File: config.mk
export PLATFORM = sky130hd
export DESIGN_NAME = conv_window_3x3_flat
export DESIGN_NICKNAME = d
export VERILOG_FILES = /design/src/rtl/conv_win_if.sv /design/src/rtl/conv_window_3x3.sv /design/src/flat_wrapper.sv
export SDC_FILE = /design/constraint.sdc
export NUM_CORES = 1
export LEC_CHECK = 0
export CAP_MARGIN = 20
export CORE_MARGIN = 1
export CORE_UTILIZATION = 30
export DETAILED_ROUTE_END_ITERATION = 8
export HOLD_SLACK_MARGIN = 0.06
export MAX_ROUTING_LAYER = met4
export PLACE_DENSITY_LB_ADDON = 0.12
export SLEW_MARGIN = 20
export SYNTH_ARGS = -nofsm -noshare
export SYNTH_HDL_FRONTEND = slang
export SYNTH_SLANG_ARGS = --single-unit
File: constraint.sdc
create_clock -name clk -period 6.3 [get_ports clk]
set_input_delay 1.26 -clock clk [delete_from_list [all_inputs] [get_ports clk]]
set_output_delay 1.26 -clock clk [all_outputs]
set_load 0.005 [all_outputs]
File: src/rtl/conv_win_if.sv
// Pixel-in / window-out bundle for the 3x3 window stage.
// Optional CONV_WIN_CNT_EN adds the per-frame window count signal.
interface conv_win_if #(
    parameter int LINE_W  = 1280,
    parameter int FRAME_H = 720,
    parameter int DW      = 8
);
    localparam int RW = $clog2(FRAME_H);
    localparam int CW = $clog2(LINE_W);
    localparam int NW = $clog2((LINE_W-2)*(FRAME_H-2)+1);

    logic            pix_en;
    logic            sof;
    logic [DW-1:0]   pix_in;
    logic [DW-1:0]   line1_in;
    logic [DW-1:0]   line2_in;
    logic [9*DW-1:0] win;
    logic            win_valid;
    logic [RW-1:0]   win_row;
    logic [CW-1:0]   win_col;
    logic            frame_done;
`ifdef CONV_WIN_CNT_EN
    logic [NW-1:0]   win_count;
`endif

    modport master (
        output pix_en, sof, pix_in, line1_in, line2_in,
        input  win, win_valid, win_row, win_col, frame_done
`ifdef CONV_WIN_CNT_EN
        , input win_count
`endif
    );

    modport slave (
        input  pix_en, sof, pix_in, line1_in, line2_in,
        output win, win_valid, win_row, win_col, frame_done
`ifdef CONV_WIN_CNT_EN
        , output win_count
`endif
    );
endinterface

File: src/rtl/conv_window_3x3.sv
// 3x3 sliding window over the line-buffered pixel stream, interior-qualified.
// Define CONV_WIN_CNT_EN to add the per-frame valid-window counter.
module conv_window_3x3 #(
    parameter int LINE_W  = 1280,
    parameter int FRAME_H = 720,
    parameter int DW      = 8
) (
    input  logic       clk,
    input  logic       rst,
    conv_win_if.slave  bus
);
    localparam int RW = $clog2(FRAME_H);
    localparam int CW = $clog2(LINE_W);
`ifdef CONV_WIN_CNT_EN
    localparam int NW = $clog2((LINE_W-2)*(FRAME_H-2)+1);
`endif
    localparam logic [RW-1:0] ROW_LAST = RW'(FRAME_H-1);
    localparam logic [CW-1:0] COL_LAST = CW'(LINE_W-1);

    logic [RW-1:0] row, cur_row, row_nxt;
    logic [CW-1:0] col, cur_col, col_nxt;
    logic          interior;
    logic          last_pix;
    logic          at_origin;
    logic [DW-1:0] sr [3][3];

    // sof overrides whatever position the counters hold
    always_comb begin
        cur_row   = bus.sof ? '0 : row;
        cur_col   = bus.sof ? '0 : col;
        interior  = (cur_row >= RW'(2)) && (cur_col >= CW'(2));
        last_pix  = (cur_row == ROW_LAST) && (cur_col == COL_LAST);
        at_origin = (cur_row == '0) && (cur_col == '0);
        row_nxt   = cur_row;
        col_nxt   = cur_col + CW'(1);
        unique case (1'b1)
            last_pix: begin
                row_nxt = '0;
                col_nxt = '0;
            end
            (cur_col == COL_LAST) && !last_pix: begin
                row_nxt = cur_row + RW'(1);
                col_nxt = '0;
            end
            default: ;
        endcase
    end

    always_ff @(posedge clk or posedge rst) begin
        if (rst) begin
            row <= '0;
            col <= '0;
        end else if (bus.pix_en) begin
            row <= row_nxt;
            col <= col_nxt;
        end
    end

    // Row i=0 is the oldest line; column j=2 is the newest sample
    always_ff @(posedge clk or posedge rst) begin
        if (rst) begin
            for (int i = 0; i < 3; i++)
                for (int j = 0; j < 3; j++)
                    sr[i][j] <= '0;
        end else if (bus.pix_en) begin
            for (int i = 0; i < 3; i++) begin
                sr[i][0] <= sr[i][1];
                sr[i][1] <= sr[i][2];
            end
            sr[0][2] <= bus.line2_in;
            sr[1][2] <= bus.line1_in;
            sr[2][2] <= bus.pix_in;
        end
    end

    always_comb begin
        bus.win = '0;
        for (int i = 0; i < 3; i++)
            for (int j = 0; j < 3; j++)
                bus.win[(3*i+j)*DW +: DW] = sr[i][j];
    end

    always_ff @(posedge clk or posedge rst) begin
        if (rst) begin
            bus.win_valid  <= 1'b0;
            bus.frame_done <= 1'b0;
            bus.win_row    <= '0;
            bus.win_col    <= '0;
        end else begin
            bus.win_valid  <= bus.pix_en && interior;
            bus.frame_done <= bus.pix_en && last_pix;
            if (bus.pix_en) begin
                bus.win_row <= cur_row - RW'(1);
                bus.win_col <= cur_col - CW'(1);
            end
        end
    end

`ifdef CONV_WIN_CNT_EN
    always_ff @(posedge clk or posedge rst) begin
        if (rst) begin
            bus.win_count <= '0;
        end else if (bus.pix_en) begin
            if (at_origin)
                bus.win_count <= '0;
            else if (interior)
                bus.win_count <= bus.win_count + NW'(1);
        end
    end
`else
    logic unused_origin;
    assign unused_origin = at_origin;
`endif
endmodule

File: src/flat_wrapper.sv
// flat-port wrapper written by rule: the top's interface ports become plain ports
module conv_window_3x3_flat 
#(
    parameter int LINE_W  = 1280,
    parameter int FRAME_H = 720,
    parameter int DW      = 8
)
  (clk, rst, bus_pix_en, bus_sof, bus_pix_in, bus_line1_in, bus_line2_in, bus_win, bus_win_valid, bus_win_row, bus_win_col, bus_frame_done);
  conv_win_if #(.LINE_W(LINE_W), .FRAME_H(FRAME_H), .DW(DW)) bus_i ();
  input  logic clk;
  input  logic rst;
  input wire logic [$bits(bus_i.pix_en)-1:0] bus_pix_en;
  input wire logic [$bits(bus_i.sof)-1:0] bus_sof;
  input wire logic [$bits(bus_i.pix_in)-1:0] bus_pix_in;
  input wire logic [$bits(bus_i.line1_in)-1:0] bus_line1_in;
  input wire logic [$bits(bus_i.line2_in)-1:0] bus_line2_in;
  output wire logic [$bits(bus_i.win)-1:0] bus_win;
  output wire logic [$bits(bus_i.win_valid)-1:0] bus_win_valid;
  output wire logic [$bits(bus_i.win_row)-1:0] bus_win_row;
  output wire logic [$bits(bus_i.win_col)-1:0] bus_win_col;
  output wire logic [$bits(bus_i.frame_done)-1:0] bus_frame_done;
  assign bus_i.pix_en = bus_pix_en;
  assign bus_i.sof = bus_sof;
  assign bus_i.pix_in = bus_pix_in;
  assign bus_i.line1_in = bus_line1_in;
  assign bus_i.line2_in = bus_line2_in;
  assign bus_win = bus_i.win;
  assign bus_win_valid = bus_i.win_valid;
  assign bus_win_row = bus_i.win_row;
  assign bus_win_col = bus_i.win_col;
  assign bus_frame_done = bus_i.frame_done;
  conv_window_3x3 #(.LINE_W(LINE_W), .FRAME_H(FRAME_H), .DW(DW)) u_core (.clk(clk), .rst(rst), .bus(bus_i));
endmodule
==> run summary <==
=====================================================================================
Adder-cell share of the synthesized area                                       0.0141
Average cell area after synthesis                                            11.5 um2
Cell family with the largest share of critical-path delay                simple AND/OR/NAND/NOR gates
Final weighted congestion of routability-driven global placement                0.822
Startpoint of the most critical hold path                                u_core.bus.win_col[1]
Number of H-tree levels                                                             4
Compound-gate portion of the synthesized area                                   0.102
Count of different cell masters after synthesis                                    59
Final non-filler cell total                                                       814
Data required time at the worst endpoint                                      6.62 ns
Combined buffer and inverter count along the critical path                          3
Drt pass-1 iters                                                                    4
Count of routing violations after the opening detailed-route iteration            293
Average routed wire per standard cell                                         16.4 um
Net count of the mapped netlist                                                   500
Worst IR Drop VDD                                                            0.190 mV
Worst clock skew                                                           0.00699 ns
Grt met3 use                                                                   0.0426
Number of endpoints failing setup at the final stage                                0
Starting density of the core                                                    0.308
Post-synthesis async set-or-reset flop share                                     1.00
ANT cells                                                                           0
Number of stages on the worst hold path                                             1
P&R area growth vs syn                                                          37.3%
Number of endpoints with negative hold slack in the final report                    0
Setup total negative slack                                                       0 ns
FILL cells                                                                      1,647
Fraction of layout instances using a drive strength above 1                     0.200
Max Fanout on Critical Path                                                        15
Design Area, Final                                                           7330 um2
Total area of multi-input combinational cells                                2230 um2
Max-Cap Viols                                                                       0
Main area contributors after synthesis                                   sky130_fd_sc_hd__dfrtp_1 (54%), sky130_fd_sc_hd__mux2_2 (15%), sky130_fd_sc_hd__a21oi_1 (2.1%)
Cts bufs inserted                                                                  17
Post-synthesis instance total                                                     466
Grt peak-use layer                                                               met2
Number of placed instances with taps included                                     782
Clock latency on the worst-skew pair                                          0.41 ns
Global-route wire length before repair                                        22.1 mm
Antenna-violating nets left                                                         0
Overall routed net length                                                     13.4 mm
Type of element launching the critical path                              primary input
Actual transition at the worst max-transition pin                            0.989 ns
Unrepaired setup endpoints after global routing                                 false
Clock Path Buffers                                                                  2
Antenna violations before repair                                                    0
Post-CTS Hold Fix Bufs                                                              0
Top cell types by occurrence after synthesis                             sky130_fd_sc_hd__dfrtp_1 (116), sky130_fd_sc_hd__mux2_2 (72), sky130_fd_sc_hd__nor2_1 (29)
Total overflow reported by the global router                                        0
Post-detailed-placement half-perimeter wirelength                             8.68 mm
Maximum number of pins on one net before global-route repair                       87
Crit-path most repeated cell                                             sky130_fd_sc_hd__inv_1
Final count of pins violating max slew                                              0
Critical path depth in cells                                                        9
Combinational family with the most area after synthesis                  multiplexers
GRT met2 Usage                                                                  0.246
Mux cell area share after synthesis                                             0.159
Flops & latches, synth                                                            116
Die boundary height                                                            135 um
Number of sinks on the clock net                                                  116
Startpoint of the worst register-to-register path                        u_core.col[0]
Min setup slack post-route                                                    2.94 ns
Slowest cell on the critical path                                        sky130_fd_sc_hd__and4_1
Total die area                                                             18,300 um2
CTS tree                                                                        built
Capturing element type of the critical path                                 flip-flop
Simple logic cell fraction of the synthesized area                              0.124
Share of the synthesized netlist area taken by xor and xnor gates              0.0180
Ordered cell list for the critical path                                  clkdlybuf4s50_1 -> inv_1 -> nand2_1 -> inv_1 -> ha_1 -> and3_2 -> and4_1 -> nand3_1 -> o21ai_0
Length in cells of the worst reg-to-reg path                                        6
Core area                                                                  17,400 um2
All-layer global routing usage                                                  0.161
Most frequently used flop master after synthesis                         sky130_fd_sc_hd__dfrtp_1
Total via count in the routed design                                            4,032
Tcrit/Tclk final                                                                0.533
Start point of the critical path                                              bus_sof
Most frequently used cell type in the post-synthesis netlist             sky130_fd_sc_hd__dfrtp_1
Drt via density                                                                  4.95
Cell area after placement                                                    6710 um2
Clock root buffer                                                        sky130_fd_sc_hd__clkbuf_16
Number of global-route vias before repair                                       4,155
Nets@finish                                                                       610
Arrival time at the worst endpoint                                            3.68 ns
Met1 Usage GRT                                                                  0.201
Worst Setup Path Type                                                    primary input to flip-flop
Post-CTS Setup Bufs                                                                 0
Type of the tightest min-delay check                                     flip-flop to flip-flop
Maximum cell stage delay along the critical path                              0.50 ns
Run status                                                               complete, no violations
# rows                                                                             48
IO Pins                                                                           123
Area used by sequential logic in the layout                                  2900 um2
Die span in x                                                                  135 um
Worst slew margin                                                               0.341
Total standard cell area after synthesis                                     5340 um2
Leakage component of the power                                                2.97 nW
Placement Setup Slack                                                         2.54 ns
Number of enable-type register cells in the synthesized netlist                     0
Pwr per Cell Area                                                          310 nW/um2
Number of synthesis warnings                                                        0
Final routed DRC violation total                                                    0
Sequential area share after synthesis                                           0.544
Largest area contributor in the netlist                                  sky130_fd_sc_hd__dfrtp_1
Quantity of I/O buffers inserted on ports                                         122
Clk pin slew, worst setup/hold paths                                          0.06 ns
Area share of the largest cell type after synthesis                             0.544
Shortest clock period the worst path allows after layout                      3.36 ns
Count of cells resized by post-cts repair                                           0
Max Clk Rate                                                                  298 MHz
=====================================================================================
[worst register-to-register path: stages, from the launching register on]
cell	delay [ns]
sky130_fd_sc_hd__dfrtp_1	0.41
sky130_fd_sc_hd__nor2b_1	0.26
sky130_fd_sc_hd__ha_1	0.25
sky130_fd_sc_hd__and3_2	0.25
sky130_fd_sc_hd__and4_1	0.50
sky130_fd_sc_hd__nand3_1	0.17
sky130_fd_sc_hd__o21ai_0	0.23
[per-stage QoR]
stage	total power, mW	utilization	hold WS, ns
5_1_grt	2.38	0.422	0.500
4_1_cts	2.31	0.422	0.486
3_3_place_gp	1.28	0.387	0.469
6_report	2.27	0.422	0.476
2_1_floorplan	1.06	-	0.474
3_5_place_dp	1.29	0.387	0.473
[where the power goes]
group | total, mW | leakage (nW) | switching [mW] | internal, mW
Combinational | 0.371 | 1.30 | 0.133 | 0.238
Clock | 1.00 | 0.290 | 0.368 | 0.636
Sequential | 0.898 | 1.37 | 0.0645 | 0.833
[final timing paths]
path,end,slack (ns)
min,u_core.bus.win_col[1],0.48
max reg2reg,u_core.row[4],4.15
max in group asynchronous,u_core.col[0],3.94
min reg2reg,u_core.bus.win_col[1],0.48
min in group asynchronous,u_core.bus.win[68],1.37
max,u_core.row[4],2.94
[placed cells by master, fill, tap and decap left out, types with 10 or more instances in the layout]
cell type                         count
sky130_fd_sc_hd__clkdlybuf4s50_1    121
sky130_fd_sc_hd__dfrtp_1            116
sky130_fd_sc_hd__mux2_2              72
sky130_fd_sc_hd__nor2_1              29
sky130_fd_sc_hd__nand2_1             28
sky130_fd_sc_hd__a21oi_1             22
sky130_fd_sc_hd__clkbuf_16           17
sky130_fd_sc_hd__o21ai_0             15
sky130_fd_sc_hd__nand3_1             14
sky130_fd_sc_hd__inv_1               12
sky130_fd_sc_hd__nor3_1              10
[flip-flops by register name (all words and copies together), names as in the netlist]
register and count:
u_core.bus.win 72, u_core.bus.win_col 11, u_core.col 11, u_core.bus.win_row 10
u_core.row 10, u_core.bus.frame_done 1, u_core.bus.win_valid 1
[cell families (layout without fill, tap and decap cells)]
| logic type | count (synthesis) | after routing |
|---|---|---|
| muxes | 76 | 76 |
| buffers and inverters | 48 | 171 |
| and+or+nand+nor | 127 | 127 |
| DFF | 116 | 116 |
| AOI/OAI and AO/OA | 82 | 82 |
| xor gates and xnor gates | 11 | 11 |
| adders and majority gates | 6 | 6 |
[layout make-up]
cell class              count  area share
clock buffers              18      0.0599
clock inverters            14      0.0242
inverters                  13     0.00734
multi-input cells         302       0.304
flip-flops and latches    116       0.396
well taps                 225      0.0384
repair buffers            126       0.170
[metal layers]
layer,up-vias,share of wire
li1,1897,-
met1,2012,0.45
met2,104,0.48
met3,19,0.053
met4,0,0.015
met5,-,0
(Power assumes the default switching activity.)
